**config.mk**
```make
export PLATFORM = sky130hd
export DESIGN_NAME = game_driver
export DESIGN_NICKNAME = d
export VERILOG_FILES = /design/src/rtl/game_pkg.sv /design/src/rtl/game_sat_counter.sv /design/src/rtl/game_driver.sv
export SDC_FILE = /design/constraint.sdc
export NUM_CORES = 1
export LEC_CHECK = 0
export ABC_AREA = 0
export CORE_MARGIN = 5
export CORE_UTILIZATION = 35
export DETAILED_ROUTE_END_ITERATION = 6
export HOLD_SLACK_MARGIN = 0.05
export PLACE_DENSITY_LB_ADDON = 0.15
export SETUP_SLACK_MARGIN = 0.1
export SLEW_MARGIN = 20
export SYNTH_ARGS = -nofsm -noshare
export SYNTH_HDL_FRONTEND = slang
export SYNTH_SLANG_ARGS = --single-unit
```
**constraint.sdc**
```tcl
create_clock -name clk -period 1.7 [get_ports clk]
set_input_delay 0.17 -clock clk [delete_from_list [all_inputs] [get_ports clk]]
set_output_delay 0.17 -clock clk [all_outputs]
set_load 0.005 [all_outputs]
```
**src/rtl/game_pkg.sv**
```systemverilog
// rtl/game_pkg.sv - shared constants and enums for the game driver slice
package game_pkg;

    localparam int COUNTER_SIZE = 4;

    typedef enum logic {
        OP_INIT = 1'b0,
        OP_RUN  = 1'b1
    } cmd_op_e;

    typedef enum logic [1:0] {
        UP1 = 2'b00,
        UP2 = 2'b01,
        DN1 = 2'b10,
        DN2 = 2'b11
    } mode_e;

    typedef enum logic [1:0] {
        IDLE = 2'b00,
        LOAD = 2'b01,
        RUN  = 2'b10,
        OVER = 2'b11
    } state_e;

endpackage

```
**src/rtl/game_sat_counter.sv**
```systemverilog
// rtl/game_sat_counter.sv - 4-bit saturating event counter with synchronous clear
//
// Ports:
//   clk, reset : clock and synchronous active-high reset
//   clr        : clear the count to 0 at the end of this cycle
//   inc        : count one event this cycle (holds at 15)
//   count      : current count
module game_sat_counter (
    input  logic       clk,
    input  logic       reset,
    input  logic       clr,
    input  logic       inc,
    output logic [3:0] count
);

    always_ff @(posedge clk) begin
        if (reset || clr) begin
            count <= 4'd0;
        end else if (inc && count != 4'hF) begin
            count <= count + 4'd1;
        end
    end

endmodule

```
**src/rtl/game_driver.sv**
```systemverilog
// rtl/game_driver.sv - command-driven sequencer for the game block with win/loss observation
//
// Ports:
//   clk, reset                      : clock and synchronous active-high reset
//   cmd_valid/cmd_ready             : command handshake (ready only in IDLE)
//   cmd_op, cmd_mode, cmd_value     : INIT load value or RUN mode and length
//   init, i_value, control          : drive to the game block
//   win, los, gameover, who         : status from the game block
//   busy, done, result              : progress, completion pulse, latched winner
//   obs_wins, obs_losses            : saturating win/loss counts since last clear
module game_driver
    import game_pkg::*;
#(
    parameter int COUNTER_SIZE = game_pkg::COUNTER_SIZE
) (
    input  logic                    clk,
    input  logic                    reset,
    input  logic                    cmd_valid,
    output logic                    cmd_ready,
    input  logic                    cmd_op,
    input  logic [1:0]              cmd_mode,
    input  logic [COUNTER_SIZE-1:0] cmd_value,
    output logic                    init,
    output logic [COUNTER_SIZE-1:0] i_value,
    output logic [1:0]              control,
    input  logic                    win,
    input  logic                    los,
    input  logic                    gameover,
    input  logic [1:0]              who,
    output logic                    busy,
    output logic                    done,
    output logic [1:0]              result,
    output logic [3:0]              obs_wins,
    output logic [3:0]              obs_losses
);

    state_e                  state;
    // Cycles left in RUN including the current one; 0 encodes the full 2^N span.
    logic [COUNTER_SIZE-1:0] remaining;
    logic                    last_cycle;
    logic                    obs_clr;

    assign last_cycle = (remaining == COUNTER_SIZE'(1));
    assign cmd_ready  = (state == IDLE);
    assign busy       = (state != IDLE);
    // gameover in the final RUN cycle wins over expiry, so it masks the run's done.
    assign done       = (state == LOAD) || (state == OVER) ||
                        ((state == RUN) && last_cycle && !gameover);
    assign obs_clr    = (state == LOAD) || (state == OVER);

    always_ff @(posedge clk) begin
        if (reset) begin
            state     <= IDLE;
            init      <= 1'b0;
            i_value   <= '0;
            control   <= UP1;
            result    <= 2'b00;
            remaining <= '0;
        end else begin
            case (state)
                IDLE: begin
                    if (cmd_valid) begin
                        if (cmd_op == OP_INIT) begin
                            state   <= LOAD;
                            init    <= 1'b1;
                            i_value <= cmd_value;
                        end else begin
                            state     <= RUN;
                            control   <= cmd_mode;
                            remaining <= cmd_value;
                        end
                    end
                end
                LOAD: begin
                    init  <= 1'b0;
                    state <= IDLE;
                end
                RUN: begin
                    if (gameover) begin
                        state  <= OVER;
                        result <= who;
                    end else if (last_cycle) begin
                        state <= IDLE;
                    end else begin
                        remaining <= remaining - COUNTER_SIZE'(1);
                    end
                end
                OVER: begin
                    state <= IDLE;
                end
                default: begin
                    state <= IDLE;
                end
            endcase
        end
    end

    game_sat_counter u_wins (
        .clk   (clk),
        .reset (reset),
        .clr   (obs_clr),
        .inc   ((state == RUN) && win),
        .count (obs_wins)
    );

    game_sat_counter u_losses (
        .clk   (clk),
        .reset (reset),
        .clr   (obs_clr),
        .inc   ((state == RUN) && los),
        .count (obs_losses)
    );

endmodule

```
==> flow_summary.json <==
{
  "r2r_setup_slack_ns": 0.1,
  "most_frequently_used_cell_type_in_the_post_synthesis_netlist": "sky130_fd_sc_hd__dfxtp_1",
  "antenna_cells": 0,
  "grt_start_max_net_pins": 17,
  "worstSkewPairLatency_ns": 0.31,
  "synth-edff-count": 0,
  "cts_num_sinks": 23,
  "clockBufferDepth": 2,
  "cp-start-kind": "register",
  "layout_cells_sized_above_1_pct": 26.74,
  "syn_nets": 138,
  "wirelength_met1_um": 1193,
  "track_usage_pct": 12.70,
  "gpl.final_weighted_congestion": 0.7665,
  "finalNonFillerCells": 216,
  "netlist_instances": 119,
  "num_io_pins": 35,
  "min_period_ns": 1.603,
  "fillCellCount": 294,
  "post_synth_num_cell_types": 33,
  "first_global_vias": 992,
  "placeableCoreArea_sq_mm": 0.003053,
  "min_period_over_period_pct": 94.27,
  "report.final.setup_viol": 0,
  "critPathKind": "register to register",
  "wire_per_inst_um": 12.62,
  "synthesis.area_per_instance_sq_um": 9.347,
  "synth-warning-count": 0,
  "cp_max_fo": 2,
  "ys_seq_elements": 23,
  "hold-path-cell-count": 3,
  "htree_num_levels": 1,
  "synth.cell_area_sq_mm": 0.001112,
  "synth-main-ff-cell": "sky130_fd_sc_hd__dfxtp_1",
  "detail_route.vias_per_cell": 4.769,
  "antenna_found_initial": 0,
  "globalRouteOverflowTotal": 0,
  "placed_cells_incl_taps": 198,
  "ant_nets": 0,
  "async_flop_share_pct": 0,
  "hold_viol": 0,
  "headroom_to_the_max_slew_limit_pct": 81.59,
  "final_core_utilization_pct": 55.70,
  "layout-area-overhead-vs-synth_pct": 52.87,
  "number_of_buffers_added_by_the_clock_tree_synthesis_step": 3,
  "initial_drt_pass_iterations": 4,
  "place_ws_ns": 0.04285,
  "worstPathRequired_ns": 1.95,
  "timing.hold.worst.class": "input pin to register",
  "wirelength_um": 2726,
  "worst_hold_slack_across_all_endpoints_ns": 0.4298,
  "initial_core_util_pct": 36.43,
  "achievable-frequency_ghz": 0.6240,
  "timing.critical_path.to_type": "register",
  "rsz0062_at_grt": "yes",
  "grt_first_pass_wirelength_um": 4333,
  "setup_slack_ns": 0.09737,
  "dieWidth_um": 66.38,
  "drv_cap": 0,
  "drt_iter0_drc": 78,
  "highest_layer": "met4",
  "crit_arrival_ns": 1.85,
  "peakVddDrop_mv": 0.5502,
  "power_leakage_nw": 0.6663,
  "rows": 20,
  "routed-via-count": 1030,
  "drcViolationCount": 0,
  "die-area_sq_mm": 0.004406,
  "worst_pin_slew_ns": 0.2756,
  "dp_hpwl_um": 1937,
  "synth-seq-area-share_pct": 41.39,
  "synth_largest_type_area_fraction_pct": 41.39,
  "met2WireLength_um": 1358,
  "power-per-cell-area_mw_per_mm2": 642.5,
  "met3_layer_wire_length_in_the_routed_design_um": 143,
  "io_buffers": 34,
  "timing.clock.skew_ns": 0.01328,
  "synth_top_area_cell": "sky130_fd_sc_hd__dfxtp_1",
  "post_synth_most_frequent_cells": "sky130_fd_sc_hd__dfxtp_1 (23), sky130_fd_sc_hd__nor2_1 (16), sky130_fd_sc_hd__a21oi_1 (9)",
  "run_status": "finished, final reports clean",
  "cts_tree": "built",
  "r2r.worst_path.cells": 11,
  "clock-root-buffer": "sky130_fd_sc_hd__clkbuf_4",
  "die_h_um": 66.38,
  "synth_area_leaders": "sky130_fd_sc_hd__dfxtp_1 (41%), sky130_fd_sc_hd__mux2i_1 (7.2%), sky130_fd_sc_hd__nor2_1 (5.4%)",
  "finalNetCount": 192,
  "clk_pin_slew_ns": 0.13,
  "final_slew_violations": 0,
  "cts_hold_repair.buffers": 0
}
[power by group]
| part | leakage (nW) | switching (mW) | internal, mW |
|---|---|---|---|
| Sequential | 0.189 | 0.0182 | 0.564 |
| Clock | 0.0177 | 0.165 | 0.0879 |
| Combinational | 0.459 | 0.110 | 0.148 |
| Total | 0.666 | 0.292 | 0.800 |
[cells in the final DEF (no fill, tap or decap), types with 3 or more instances in the layout]
| master | instances |
|---|---|
| sky130_fd_sc_hd__a21oi_1 | 8 |
| sky130_fd_sc_hd__buf_4 | 18 |
| sky130_fd_sc_hd__clkbuf_4 | 3 |
| sky130_fd_sc_hd__clkdlybuf4s50_1 | 31 |
| sky130_fd_sc_hd__dfxtp_1 | 19 |
| sky130_fd_sc_hd__ha_1 | 3 |
| sky130_fd_sc_hd__mux2i_1 | 8 |
| sky130_fd_sc_hd__nand2_1 | 4 |
| sky130_fd_sc_hd__nand2b_1 | 3 |
| sky130_fd_sc_hd__nand3_1 | 7 |
| sky130_fd_sc_hd__nor2_1 | 15 |
| sky130_fd_sc_hd__nor3_1 | 3 |
| sky130_fd_sc_hd__o21ai_0 | 4 |
| sky130_fd_sc_hd__or2_2 | 3 |
| sky130_fd_sc_hd__xor2_1 | 4 |
[timing repair]
action                     CTS  global route
cloned                       0             1
setup buffers               12             2
gates resized for setup     11            11
pin swaps                    1             5
setup endpoints to repair    3             9
[critical path, cell delays in order, from the launching register on]
cell,delay (ns)
sky130_fd_sc_hd__dfxtp_2,0.35
sky130_fd_sc_hd__inv_2,0.06
sky130_fd_sc_hd__ha_4,0.15
sky130_fd_sc_hd__nand4bb_1,0.13
sky130_fd_sc_hd__nor2_2,0.05
sky130_fd_sc_hd__buf_4,0.12
sky130_fd_sc_hd__buf_4,0.12
sky130_fd_sc_hd__buf_4,0.12
sky130_fd_sc_hd__buf_4,0.12
sky130_fd_sc_hd__buf_4,0.12
sky130_fd_sc_hd__buf_4,0.12
sky130_fd_sc_hd__nor3_2,0.08
[sequential cells by signal, indices dropped and copies added (netlist names)]
signal          flops
i_value             4
u_wins.count        4
remaining           4
init                1
control             2
state               2
result              2
u_losses.count      4
[routing by layer]
| metal | up-vias | GRT usage, % |
|---|---|---|
| li1 | 523 | - |
| met1 | 479 | 13.55 |
| met2 | 24 | 22.80 |
| met3 | 4 | 4.932 |
| met4 | 0 | 3.807 |
| met5 | - | 0 |
[metrics by stage]
stage / setup TNS (ns) / area [sq um] / power, mW
after global placement: 0 / 1519 / 0.8187
after CTS: 0 / 1642 / 1.092
after floorplan: 0 / 1112 / 0.7149
after detailed placement: 0 / 1519 / 0.8227
final: 0 / 1700 / 1.093
after global routing: -0.004296 / 1700 / 1.156
[worst paths after layout]
path | to | from
setup reg to reg | state[1] | remaining[1]
hold reg to reg | result[0] | result[0]
hold / removal | result[1] | who[1]
setup / recovery | state[1] | remaining[1]
[logic make-up (layout without fill, tap and decap cells)]
family                     Yosys count  count (layout)  synth area share (%)
adders and majority gates            4               4                 4.500
xor gates and xnor gates             4               4                 3.149
and+or+nand+nor                     54              55                 29.02
muxes                                8               8                 7.199
buffers and inverters                7              59                 3.375
AOI/OAI and AO/OA                   19              19                 11.36
DFF                                 23              23                 41.39
[final cells by class]
class | count | area, sq um | share of cell area (%)
timing repair buffer | 52 | 478.0 | 28.11
clock buffer | 3 | 22.52 | 1.325
sequential | 23 | 470.5 | 27.67
inverter | 3 | 11.26 | 0.6623
clock inverter | 1 | 5.005 | 0.2943
multi-input combinational | 90 | 658.1 | 38.70
tap | 44 | 55.05 | 3.238
Note: power is estimated with default switching activity, not from simulation.
